`src/rtl/pixel_stream_adapter_if.sv`:
```
// ---------------------------------------------------------------------------
// pixel_stream_adapter_if
//   Upstream valid/ready pixel stream feeding pixel_stream_adapter.
//   s_data  : pixel value (DATA_W bits)
//   s_sof   : first pixel of a frame, qualified by s_valid
//   s_valid : beat valid (source -> sink)
//   s_ready : sink can accept a beat (sink -> source)
//   master  : pixel source side (framebuffer reader, DMA, image pipe)
//   slave   : pixel_stream_adapter side
// ---------------------------------------------------------------------------
interface pixel_stream_adapter_if #(
  parameter int DATA_W = 24
);
  logic [DATA_W-1:0] s_data;
  logic              s_sof;
  logic              s_valid;
  logic              s_ready;

  modport master (
    output s_data,
    output s_sof,
    output s_valid,
    input  s_ready
  );

  modport slave (
    input  s_data,
    input  s_sof,
    input  s_valid,
    output s_ready
  );
endinterface

```
`src/rtl/pixel_stream_adapter.sv`:
```
// ---------------------------------------------------------------------------
// pixel_stream_adapter
//   Elastic buffer between an upstream valid/ready pixel stream and a raster
//   display driver that pulls pixels by position. Locks the upstream
//   start-of-frame to the display frame origin, shows FILL_COLOR while
//   unlocked and resynchronises after underflow or frame misalignment.
//
// Ports:
//   clk           pixel clock
//   rstn          asynchronous active-low reset
//   up            upstream stream (slave modport: s_data/s_sof/s_valid/s_ready)
//   pixel_req     driver needs a pixel this cycle
//   pixel_hpos    column of the requested pixel
//   pixel_vpos    row of the requested pixel
//   pixel_data    pixel answering the previous-cycle request
//   pixel_valid   pixel_data valid (pixel_req delayed by one cycle)
//   locked        high while in RUN
//   underflow_cnt resync event count, saturating
//   fifo_level    current FIFO occupancy (0..FIFO_DEPTH)
// ---------------------------------------------------------------------------
module pixel_stream_adapter #(
  parameter int              DATA_W     = 24,
  parameter int              FIFO_DEPTH = 64,   // power of two, >= 4
  parameter logic [DATA_W-1:0] FILL_COLOR = '0
) (
  input  logic                          clk,
  input  logic                          rstn,
  pixel_stream_adapter_if.slave         up,
  input  logic                          pixel_req,
  input  logic [11:0]                   pixel_hpos,
  input  logic [11:0]                   pixel_vpos,
  output logic [DATA_W-1:0]             pixel_data,
  output logic                          pixel_valid,
  output logic                          locked,
  output logic [15:0]                   underflow_cnt,
  output logic [$clog2(FIFO_DEPTH):0]   fifo_level
);

  localparam int PTR_W = $clog2(FIFO_DEPTH);
  localparam int LVL_W = PTR_W + 1;

  typedef enum logic [1:0] {
    FLUSH = 2'd0,
    ARMED = 2'd1,
    RUN   = 2'd2
  } state_t;

  state_t state, state_nxt;

  // Entry layout: {sof, data}
  logic [DATA_W:0]   mem [FIFO_DEPTH];
  // Pointers carry one extra bit so full and empty are distinguishable.
  logic [LVL_W-1:0]  wr_ptr, rd_ptr;
  logic [LVL_W-1:0]  level;
  logic              full, empty;
  logic [DATA_W:0]   head;
  logic              head_sof;
  logic              wr_fire;
  logic              frame_origin;
  logic [PTR_W-1:0]  wr_addr;

  // FSM decisions
  logic              do_write;
  logic              pop;
  logic              clear;
  logic              cnt_inc;

  assign level        = wr_ptr - rd_ptr;
  assign full         = (level == LVL_W'(FIFO_DEPTH));
  assign empty        = (level == '0);
  assign head         = mem[rd_ptr[PTR_W-1:0]];
  assign head_sof     = head[DATA_W];
  assign frame_origin = pixel_req && (pixel_hpos == 12'd0) && (pixel_vpos == 12'd0);

  // FLUSH always accepts (and mostly discards); elsewhere back-pressure comes
  // from the registered level only, so a same-cycle pop never raises ready.
  assign up.s_ready   = rstn && ((state == FLUSH) || !full);
  assign wr_fire      = up.s_valid && up.s_ready;

  assign locked       = (state == RUN);
  assign fifo_level   = level;

  // A captured sof after a restart always lands in entry 0.
  assign wr_addr      = clear ? '0 : wr_ptr[PTR_W-1:0];

  // NOTE: every signal driven here gets a default first so no path leaves it
  // unassigned, which would otherwise infer a latch.
  always_comb begin
    state_nxt = state;
    do_write  = 1'b0;
    pop       = 1'b0;
    clear     = 1'b0;
    cnt_inc   = 1'b0;

    unique case (state)
      FLUSH: begin
        if (wr_fire && up.s_sof) begin
          clear     = 1'b1;
          do_write  = 1'b1;
          state_nxt = ARMED;
        end
      end

      ARMED: begin
        do_write = wr_fire;
        if (frame_origin) begin
          pop       = 1'b1;
          state_nxt = RUN;
        end
      end

      RUN: begin
        if (pixel_req && (empty || (frame_origin != head_sof))) begin
          // Underflow, frame too long (origin without sof at head) or frame
          // too short (sof at head away from origin): drop everything.
          clear   = 1'b1;
          cnt_inc = 1'b1;
          if (wr_fire && up.s_sof) begin
            do_write  = 1'b1;
            state_nxt = ARMED;
          end else begin
            state_nxt = FLUSH;
          end
        end else begin
          do_write = wr_fire;
          pop      = pixel_req;
        end
      end

      default: state_nxt = FLUSH;
    endcase
  end

  // NOTE: sequential state uses non-blocking assignments so every register
  // samples pre-edge values regardless of statement order.
  always_ff @(posedge clk or negedge rstn) begin
    if (!rstn) begin
      state         <= FLUSH;
      wr_ptr        <= '0;
      rd_ptr        <= '0;
      pixel_data    <= '0;
      pixel_valid   <= 1'b0;
      underflow_cnt <= '0;
    end else begin
      state <= state_nxt;

      if (clear) begin
        rd_ptr <= '0;
        wr_ptr <= do_write ? LVL_W'(1) : '0;
      end else begin
        if (do_write) wr_ptr <= wr_ptr + 1'b1;
        if (pop)      rd_ptr <= rd_ptr + 1'b1;
      end

      pixel_valid <= pixel_req;
      if (pixel_req) begin
        pixel_data <= pop ? head[DATA_W-1:0] : FILL_COLOR;
      end

      if (cnt_inc && (underflow_cnt != 16'hFFFF)) begin
        underflow_cnt <= underflow_cnt + 16'd1;
      end
    end
  end

  // NOTE: the storage array has no reset; validity is tracked purely by the
  // pointers, which keeps the array mappable to plain RAM.
  always_ff @(posedge clk) begin
    if (do_write) begin
      mem[wr_addr] <= {up.s_sof, up.s_data};
    end
  end

endmodule

```
`src/flat_wrapper.sv`:
```
// flat-port wrapper written by rule: the top's interface ports become plain ports
module pixel_stream_adapter_flat 
#(
  parameter int              DATA_W     = 24,
  parameter int              FIFO_DEPTH = 64,                        
  parameter logic [DATA_W-1:0] FILL_COLOR = '0
)
  (clk, rstn, pixel_req, pixel_hpos, pixel_vpos, pixel_data, pixel_valid, locked, underflow_cnt, fifo_level, up_s_data, up_s_sof, up_s_valid, up_s_ready);
  pixel_stream_adapter_if #(.DATA_W(DATA_W)) up_i ();
  input  logic clk;
  input  logic rstn;
  input  logic pixel_req;
  input  logic [11:0] pixel_hpos;
  input  logic [11:0] pixel_vpos;
  output logic [DATA_W-1:0] pixel_data;
  output logic pixel_valid;
  output logic locked;
  output logic [15:0] underflow_cnt;
  output logic [$clog2(FIFO_DEPTH):0] fifo_level;
  input wire logic [$bits(up_i.s_data)-1:0] up_s_data;
  input wire logic [$bits(up_i.s_sof)-1:0] up_s_sof;
  input wire logic [$bits(up_i.s_valid)-1:0] up_s_valid;
  output wire logic [$bits(up_i.s_ready)-1:0] up_s_ready;
  assign up_i.s_data = up_s_data;
  assign up_i.s_sof = up_s_sof;
  assign up_i.s_valid = up_s_valid;
  assign up_s_ready = up_i.s_ready;
  pixel_stream_adapter #(.DATA_W(DATA_W), .FIFO_DEPTH(FIFO_DEPTH), .FILL_COLOR(FILL_COLOR)) u_core (.clk(clk), .rstn(rstn), .up(up_i), .pixel_req(pixel_req), .pixel_hpos(pixel_hpos), .pixel_vpos(pixel_vpos), .pixel_data(pixel_data), .pixel_valid(pixel_valid), .locked(locked), .underflow_cnt(underflow_cnt), .fifo_level(fifo_level));
endmodule
```
`config.mk`:
```
export PLATFORM = sky130hd
export DESIGN_NAME = pixel_stream_adapter_flat
export DESIGN_NICKNAME = d
export VERILOG_FILES = /design/src/rtl/pixel_stream_adapter_if.sv /design/src/rtl/pixel_stream_adapter.sv /design/src/flat_wrapper.sv
export SDC_FILE = /design/constraint.sdc
export NUM_CORES = 1
export LEC_CHECK = 0
export ABC_AREA = 1
export CAP_MARGIN = 20
export CELL_PAD_IN_SITES_DETAIL_PLACEMENT = 1
export CELL_PAD_IN_SITES_GLOBAL_PLACEMENT = 1
export CORE_MARGIN = 2
export CORE_UTILIZATION = 47
export DETAILED_ROUTE_END_ITERATION = 16
export PLACE_DENSITY_LB_ADDON = 0.1
export SYNTH_ARGS = -nofsm -noshare
export SYNTH_HDL_FRONTEND = slang
export SYNTH_SLANG_ARGS = --single-unit
```
`constraint.sdc`:
```
create_clock -name clk -period 4.34 [get_ports clk]
set_clock_uncertainty 0.15 [all_clocks]
set_input_delay 1.085 -clock clk [delete_from_list [all_inputs] [get_ports clk]]
set_output_delay 1.085 -clock clk [all_outputs]
set_load 0.05 [all_outputs]
```
==> impl_metrics.env, run 1 <==
export IMPL_status="completed"
export IMPL_path_buf_inv=3
export IMPL_clk_pin_slew_ns=0.06
export IMPL_crit_path_start="u_core.rd_ptr[0]"
export IMPL_peakVddDrop_v=0.000387
export IMPL_reg2reg_depth=11
export IMPL_port_buffers=102
export IMPL_crit_chain="buf_4 -> buf_12 -> buf_12 -> nand2_1 -> nand2_1 -> a21oi_1 -> o311ai_0 -> o211ai_1 -> nand2_1 -> o21ai_0 -> o21ai_0"
export IMPL_synth_simple_area_share=0.104
export IMPL_p_leak_uw=0.0270
export IMPL_startpoint_type="flop"
export IMPL_cts_htree_levels=4
export IMPL_synth_top_family_by_area="compound AO/OA/AOI/OAI gates"
export IMPL_grt_overflow_total=0
export IMPL_yosys_area_share_adder=0.00295
export IMPL_path_delay_family="compound AO/OA/AOI/OAI gates"
export IMPL_synth_avg_cell_area_sq_um=13.2
export IMPL_drtIter0Drc=4797
export IMPL_drt_pass1_iter_count=6
export IMPL_synthFlopType="edfxtp_1"
export IMPL_hold_viol_final=0
export IMPL_syn_area_sq_um=66200
export IMPL_grtUsageTotal=0.312
export IMPL_met3_usage=0.0471
export IMPL_maxSlewViolCount=0
export IMPL_synth_top_area_share=0.725
export IMPL_async_flop_share=0.0344
export IMPL_holdPathStages=2
export IMPL_num_vias=44600
export IMPL_synth_area_leaders="edfxtp_1 73%, nand2_1 7.1%, a21oi_1 4.6%"
export IMPL_netlist_instances=5034
export IMPL_root_buffer="clkbuf_16"
export IMPL_rows=137
export IMPL_final_period_utilization=0.988
export IMPL_placed_area_sq_um=72400
export IMPL_synth_seq_cells=1657
export IMPL_synthMuxAreaShare=0
export IMPL_max_stage_delay_ns=1.10
export IMPL_powerDensity_nw_per_um2=581
export IMPL_ys_types=51
export IMPL_cts_hold_buf=0
export IMPL_grt_pass1_wl_um=322000
export IMPL_critical_path_class="reg2reg"
export IMPL_numCtsBuffers=172
export IMPL_grt_pass1_vias=45400
export IMPL_hold_start="u_core.pixel_data[10]"
export IMPL_final_antenna_net_count=0
export IMPL_area_delta_synth_final_pct=17.9
export IMPL_tightest_slew_ns=1.28
export IMPL_slowest_stage="o311ai_0"
export IMPL_stdcell_count=7346
export IMPL_drv_cap=0
export IMPL_antenna_found_initial=11
export IMPL_hold_end="u_core.pixel_data[10]"
export IMPL_clock_fmax_mhz=233
export IMPL_drive_above_1_share=0.140
export IMPL_yosysSeqAreaShare=0.747
export IMPL_dieArea_sq_um=144000
export IMPL_crit_path_end_kind="flop"
export IMPL_fin_setup_tns_ns=0
export IMPL_fp_dieH_um=379
export IMPL_max_slew_margin=0.134
export IMPL_final_nets=5390
export IMPL_rsz0062_at_grt="yes"
export IMPL_arrival_ns=4.84
export IMPL_gp_congestion=0.903
export IMPL_io_pins=103
export IMPL_wire_per_inst_um=30.6
export IMPL_clockBufferDepth=3
export IMPL_synthXorXnorAreaFrac=0.00357
export IMPL_yosysWarnings=0
export IMPL_viasPerCell=6.07
export IMPL_dp_final_hpwl_um=138000
export IMPL_fill_cells=13500
export IMPL_clock_sinks=1657
export IMPL_syn_nets=5102
export IMPL_design_area_sq_um=78100
export IMPL_initial_core_util=0.474
export IMPL_grt_busiest_layer="met2"
export IMPL_die_width_um=379
export IMPL_placed_cells=7008
export IMPL_rrSetupSlack_ns=0.05
export IMPL_drc=0
export IMPL_critPathMaxFanout=112
export IMPL_crit_top_cell="nand2_1"
export IMPL_synth_compound_area_share=0.115
export IMPL_cp_required_ns=4.89
export IMPL_synth_top_area_cell="edfxtp_1"
export IMPL_use_met1=0.422
export IMPL_setup_viol=0
export IMPL_min_path_type="reg2reg"
export IMPL_grt_max_degree=118
export IMPL_cts_tree="yes"
export IMPL_wl_um=225000
export IMPL_rr_startpoint="u_core.rd_ptr[0]"
export IMPL_period_minus_slack_ns=4.29
export IMPL_use_met2=0.510
export IMPL_synth_edff_count=1600
export IMPL_core_region_area_sq_um=140000
export IMPL_r2r_end="u_core.pixel_data[0]"
export IMPL_insertion_delay_ns=0.80
==> worst max-delay path by stage <==
stage                           end  slack [ns]  cells past startpoint
2_1_floorplan      u_core.mem[8][0]       -0.53                     19
3_3_place_gp      u_core.mem[0][15]       -0.20                     17
3_5_place_dp      u_core.mem[8][11]       -0.24                     17
4_1_cts                  up_s_ready       -0.06                     11
5_1_grt                  up_s_ready       -0.04                     10
6_report       u_core.pixel_data[0]        0.05                     11
==> area by class of cell <==
cell class / count / area, sq um / share of cell area
flip-flops and latches: 1657 / 49500 / 0.634
multi-input cells: 2949 / 15400 / 0.197
repair buffers: 455 / 5140 / 0.0658
clock buffers: 218 / 4650 / 0.0595
well taps: 1876 / 2350 / 0.0300
clock inverters: 98 / 751 / 0.00961
inverters: 87 / 359 / 0.00460
diodes: 6 / 15.0 / 0.000192
==> flip-flops by register name (all words and copies together), names as in the netlist <==
signal and count:
u_core.pixel_data 24, u_core.state 2, u_core.mem 1600, u_core.underflow_cnt 16
u_core.pixel_valid 1, u_core.rd_ptr 7, u_core.wr_ptr 7
==> worst min-delay path, delay by kind of cell, from the launching register on <==
kind / cells / cell delay, ns
DFF: 1 / 0.35
AOI/OAI and AO/OA: 1 / 0.06
and+or+nand+nor: 1 / 0.05
==> kinds of logic after synthesis <==
kind of cell,count (synthesis)
adders and majority gates,15
AOI/OAI and AO/OA,1196
and+or+nand+nor,1710
DFF,1657
xor gates and xnor gates,27
buffers and inverters,429
==> report_power, final <==
| group | switching (uW) | total, uW | leakage, uW | internal [uW] |
|---|---|---|---|---|
| sequential | 166 | 17900 | 0.0151 | 17800 |
| combinational | 9160 | 13100 | 0.00923 | 3910 |
| clock | 6230 | 14400 | 0.00265 | 8150 |
| total | 15600 | 45400 | 0.0270 | 29800 |
==> metrics by stage <==
step,worst slack (ns),hold slack (ns),utilization,total power (uW)
5_1_grt,-0.0405,0.348,0.559,46900
6_report,0.0531,0.342,0.559,45400
3_5_place_dp,-0.240,0.319,0.518,31000
2_1_floorplan,-0.530,0.377,-,24800
3_3_place_gp,-0.198,0.320,0.518,30800
4_1_cts,-0.0632,0.321,0.558,45400
==> metal layers <==
layer | share of wire | vias up
li1 | - | 19300
met1 | 0.41 | 23200
met2 | 0.48 | 1679
met3 | 0.069 | 374
met4 | 0.041 | 4
met5 | 0.00014 | -
==> layout by cell type (no fill, tap or decap), types with 83 or more instances in the layout <==
master	Yosys	final
edfxtp_1	1600	1600
nand2_1	1247	1241
a21oi_1	603	602
buf_4	2	234
clkbuf_16	0	180
nor2_1	234	167
nand3_1	137	137
a22oi_1	135	135
buf_12	0	124
o21ai_0	90	90
o311ai_0	83	83
==> Yosys cell counts, types with 24 or more instances <==
master and instances:
nand2_1 1247, nor2_1 234, o211ai_1 61, dfrtp_1 57, nor3_1 28, a221oi_1 39
o311ai_0 83, a22oi_1 135, buf_1 52, edfxtp_1 1600, o21ai_0 90, buf_2 151
o31ai_1 33, a21oi_1 603, nand3_1 137, inv_1 79, o2111ai_1 24, clkbuf_1 132
a32o_1 73
==> what timing repair did <==
item | 4_1_cts | 5_1_grt
endpoints found under the setup margin | 3 | 1194
cloned | 0 | 2
resized for setup | 19 | 13
pin swaps | 7 | 7
buffers inserted | 6 | 6
(Power assumes the default switching activity.)
==> run 2: changes to the inputs <==
--- a/config.mk
+++ b/config.mk
@@ -9,7 +9,7 @@
 export CAP_MARGIN = 20
 export CELL_PAD_IN_SITES_DETAIL_PLACEMENT = 1
 export CELL_PAD_IN_SITES_GLOBAL_PLACEMENT = 1
-export CORE_MARGIN = 2
+export CORE_MARGIN = 4
 export CORE_UTILIZATION = 47
 export DETAILED_ROUTE_END_ITERATION = 16
 export PLACE_DENSITY_LB_ADDON = 0.1
==> constraint.sdc (replaced) <==
create_clock -name clk -period 3.9 [get_ports clk]
set_clock_uncertainty 0.15 [all_clocks]
set_input_delay 0.975 -clock clk [delete_from_list [all_inputs] [get_ports clk]]
set_output_delay 0.975 -clock clk [all_outputs]
set_load 0.05 [all_outputs]
==> impl_metrics.env, run 2 (synthesis results as in run 1) <==
export IMPL_status="finished with violations"
export IMPL_failed_checks="setup timing"
export IMPL_port_buffers=102
export IMPL_final_antenna_net_count=0
export IMPL_drc=0
export IMPL_path_buf_inv=3
export IMPL_cp_required_ns=2.77
export IMPL_critPathMaxFanout=2
export IMPL_setup_viol=1554
export IMPL_p_leak_uw=0.0277
export IMPL_path_delay_family="adder cells"
export IMPL_fin_setup_tns_ns=-221.33
export IMPL_r2r_end="u_core.mem[38][19]"
export IMPL_max_slew_margin=0.173
export IMPL_crit_chain="ha_4 -> fa_2 -> clkinvlp_4 -> nor3_4 -> nand2_2 -> nor2_4 -> nand2_2 -> nor3_4 -> buf_4 -> nor2_2 -> buf_6"
export IMPL_critical_path_class="reg2out"
export IMPL_numCtsBuffers=173
export IMPL_clockBufferDepth=3
export IMPL_cts_htree_levels=4
export IMPL_drtIter0Drc=4873
export IMPL_clock_fmax_mhz=236
export IMPL_finalPower_uw=51000
export IMPL_grt_pass1_vias=46200
export IMPL_holdPathStages=1
export IMPL_path_depth=11
export IMPL_num_vias=45200
export IMPL_insertion_delay_ns=0.82
export IMPL_top_register="u_core.mem"
export IMPL_grt_pass1_wl_um=325000
export IMPL_peakVddDrop_v=0.000527
export IMPL_root_buffer="clkbuf_16"
export IMPL_area_delta_synth_final_pct=20.1
export IMPL_gp_congestion=0.929
export IMPL_stdcell_count=7484
export IMPL_drv_cap=0
export IMPL_wire_per_inst_um=30.1
export IMPL_period_minus_slack_ns=4.24
export IMPL_initial_core_util=0.474
export IMPL_core_region_area_sq_um=140000
export IMPL_clock_sinks=1657
export IMPL_maxSlewViolCount=0
export IMPL_rsz0062_at_grt="yes"
export IMPL_grt_max_degree=74
export IMPL_final_common_cell="edfxtp_1"
export IMPL_fin_ws_ns=-0.338
export IMPL_grt_overflow_total=0
export IMPL_powerDensity_nw_per_um2=641
export IMPL_clk_pin_slew_ns=0.06
export IMPL_placed_cells=7109
export IMPL_cts_tree="yes"
export IMPL_rr_startpoint="u_core.rd_ptr[1]"
export IMPL_fp_dieH_um=383
export IMPL_min_path_type="in2reg"
export IMPL_slowest_stage="fa_2"
export IMPL_startpoint_type="flop"
export IMPL_dp_final_hpwl_um=140000
export IMPL_io_pins=103
export IMPL_rows=137
export IMPL_drt_pass1_iter_count=6
export IMPL_grtUsageTotal=0.305
export IMPL_antenna_found_initial=7
export IMPL_arrival_ns=3.11
export IMPL_rrSetupSlack_ns=-0.33
export IMPL_layout_common_cells="1600 x edfxtp_1, 1234 x nand2_1, 601 x a21oi_1, 356 x buf_4, 181 x clkbuf_16"
export IMPL_drive_above_1_share=0.162
export IMPL_hold_end="u_core.mem[40][14]"
export IMPL_viasPerCell=6.04
export IMPL_largest_reg_flops=1600
export IMPL_reg2reg_depth=19
export IMPL_final_period_utilization=1.09
export IMPL_hold_start="up_s_data[14]"
export IMPL_final_nets=5529
export IMPL_hold_viol_final=0
export IMPL_tightest_slew_ns=1.22
export IMPL_wl_um=226000
export IMPL_utilization=0.569
export IMPL_die_width_um=383
export IMPL_max_stage_delay_ns=0.55
export IMPL_dieArea_sq_um=147000
export IMPL_largestRegisters="u_core.mem x1600, u_core.pixel_data x24, u_core.underflow_cnt x16"
export IMPL_crit_path_end_kind="primary output"
[run 2: changes by cell type in the layout (fill, tap and decap cells not counted), moves of 4 or more]
cell,delta
buf_4,+122
nor2_4,+20
nor2_2,-18
buf_6,+16
clkbuf_1,+12
clkinv_2,-9
buf_12,-8
buf_16,+7
nand2_1,-7
clkinv_1,+6
nand3_1,-6
o311ai_0,-5
nand2_2,+4
[run 2: layout make-up]
class,instances,area (sq um)
fill,13500,60200
sequential,1657,49500
multi-input combinational,2950,15700
timing repair buffer,591,6330
clock buffer,229,4670
tap,1876,2350
clock inverter,89,637
inverter,87,370
antenna,4,10.0
timing repair inverter,1,8.76
[run 2: worst max-delay path by stage]
stage                     start                 to  slack (ns)
2_1_floorplan  u_core.rd_ptr[1]   u_core.mem[8][0]       -0.60
3_3_place_gp          pixel_req  u_core.mem[3][17]       -0.88
6_report       u_core.rd_ptr[0]         up_s_ready       -0.34
5_1_grt        u_core.rd_ptr[0]         up_s_ready       -0.48
4_1_cts        u_core.rd_ptr[0]         up_s_ready       -0.38
3_5_place_dp          pixel_req   u_core.mem[3][2]       -0.91
[run 2: repair_timing]
item | CTS | global route
endpoints found under the setup margin | 1609 | 1621
pin swaps | 18 | 11
cloned | 11 | 2
hold buffers | 1 | 0
hold endpoints to repair | 14 | 0
gates resized for setup | 57 | 52
setup buffers | 32 | 8
[run 2: report_power, final]
part           leakage, uW  switching (uW)  internal (uW)
logic              0.00999           10400           4830
registers           0.0151             182          19800
clock network      0.00258            6850           8910
[run 2: worst reg2reg max path: stages, from the launching register on]
cell       delay [ns]
dfrtp_4          0.57
buf_4            0.20
buf_12           0.16
nor2_1           0.13
o21ai_0          0.09
nand3_1          0.11
nand3_1          0.21
nand2_1          0.26
nand3_2          0.20
nand3_1          0.19
nand3_4          0.11
nand2_4          0.14
nand3_1          0.14
nor3_2           0.19
nand3_4          0.14
buf_12           0.17
buf_4            0.15
buf_12           0.13
nor2_4           0.22
clkbuf_16        0.23
[run 2: metal layers]
layer	GRT usage	vias up	share of wire
met5	0	-	0
met4	0.124	0	0.044
met3	0.0596	389	0.073
met2	0.503	1737	0.49
met1	0.401	23400	0.40
li1	-	19600	-
[run 2: through the flow]
stage          hold slack [ns]  cell area [sq um]  setup slack, ns
3_3_place_gp             0.316              73100           -0.882
6_report                 0.287              79500           -0.338
3_5_place_dp             0.321              73100           -0.906
2_1_floorplan            0.377              66400           -0.603
4_1_cts                  0.233              79200           -0.379
5_1_grt                  0.270              79500           -0.479
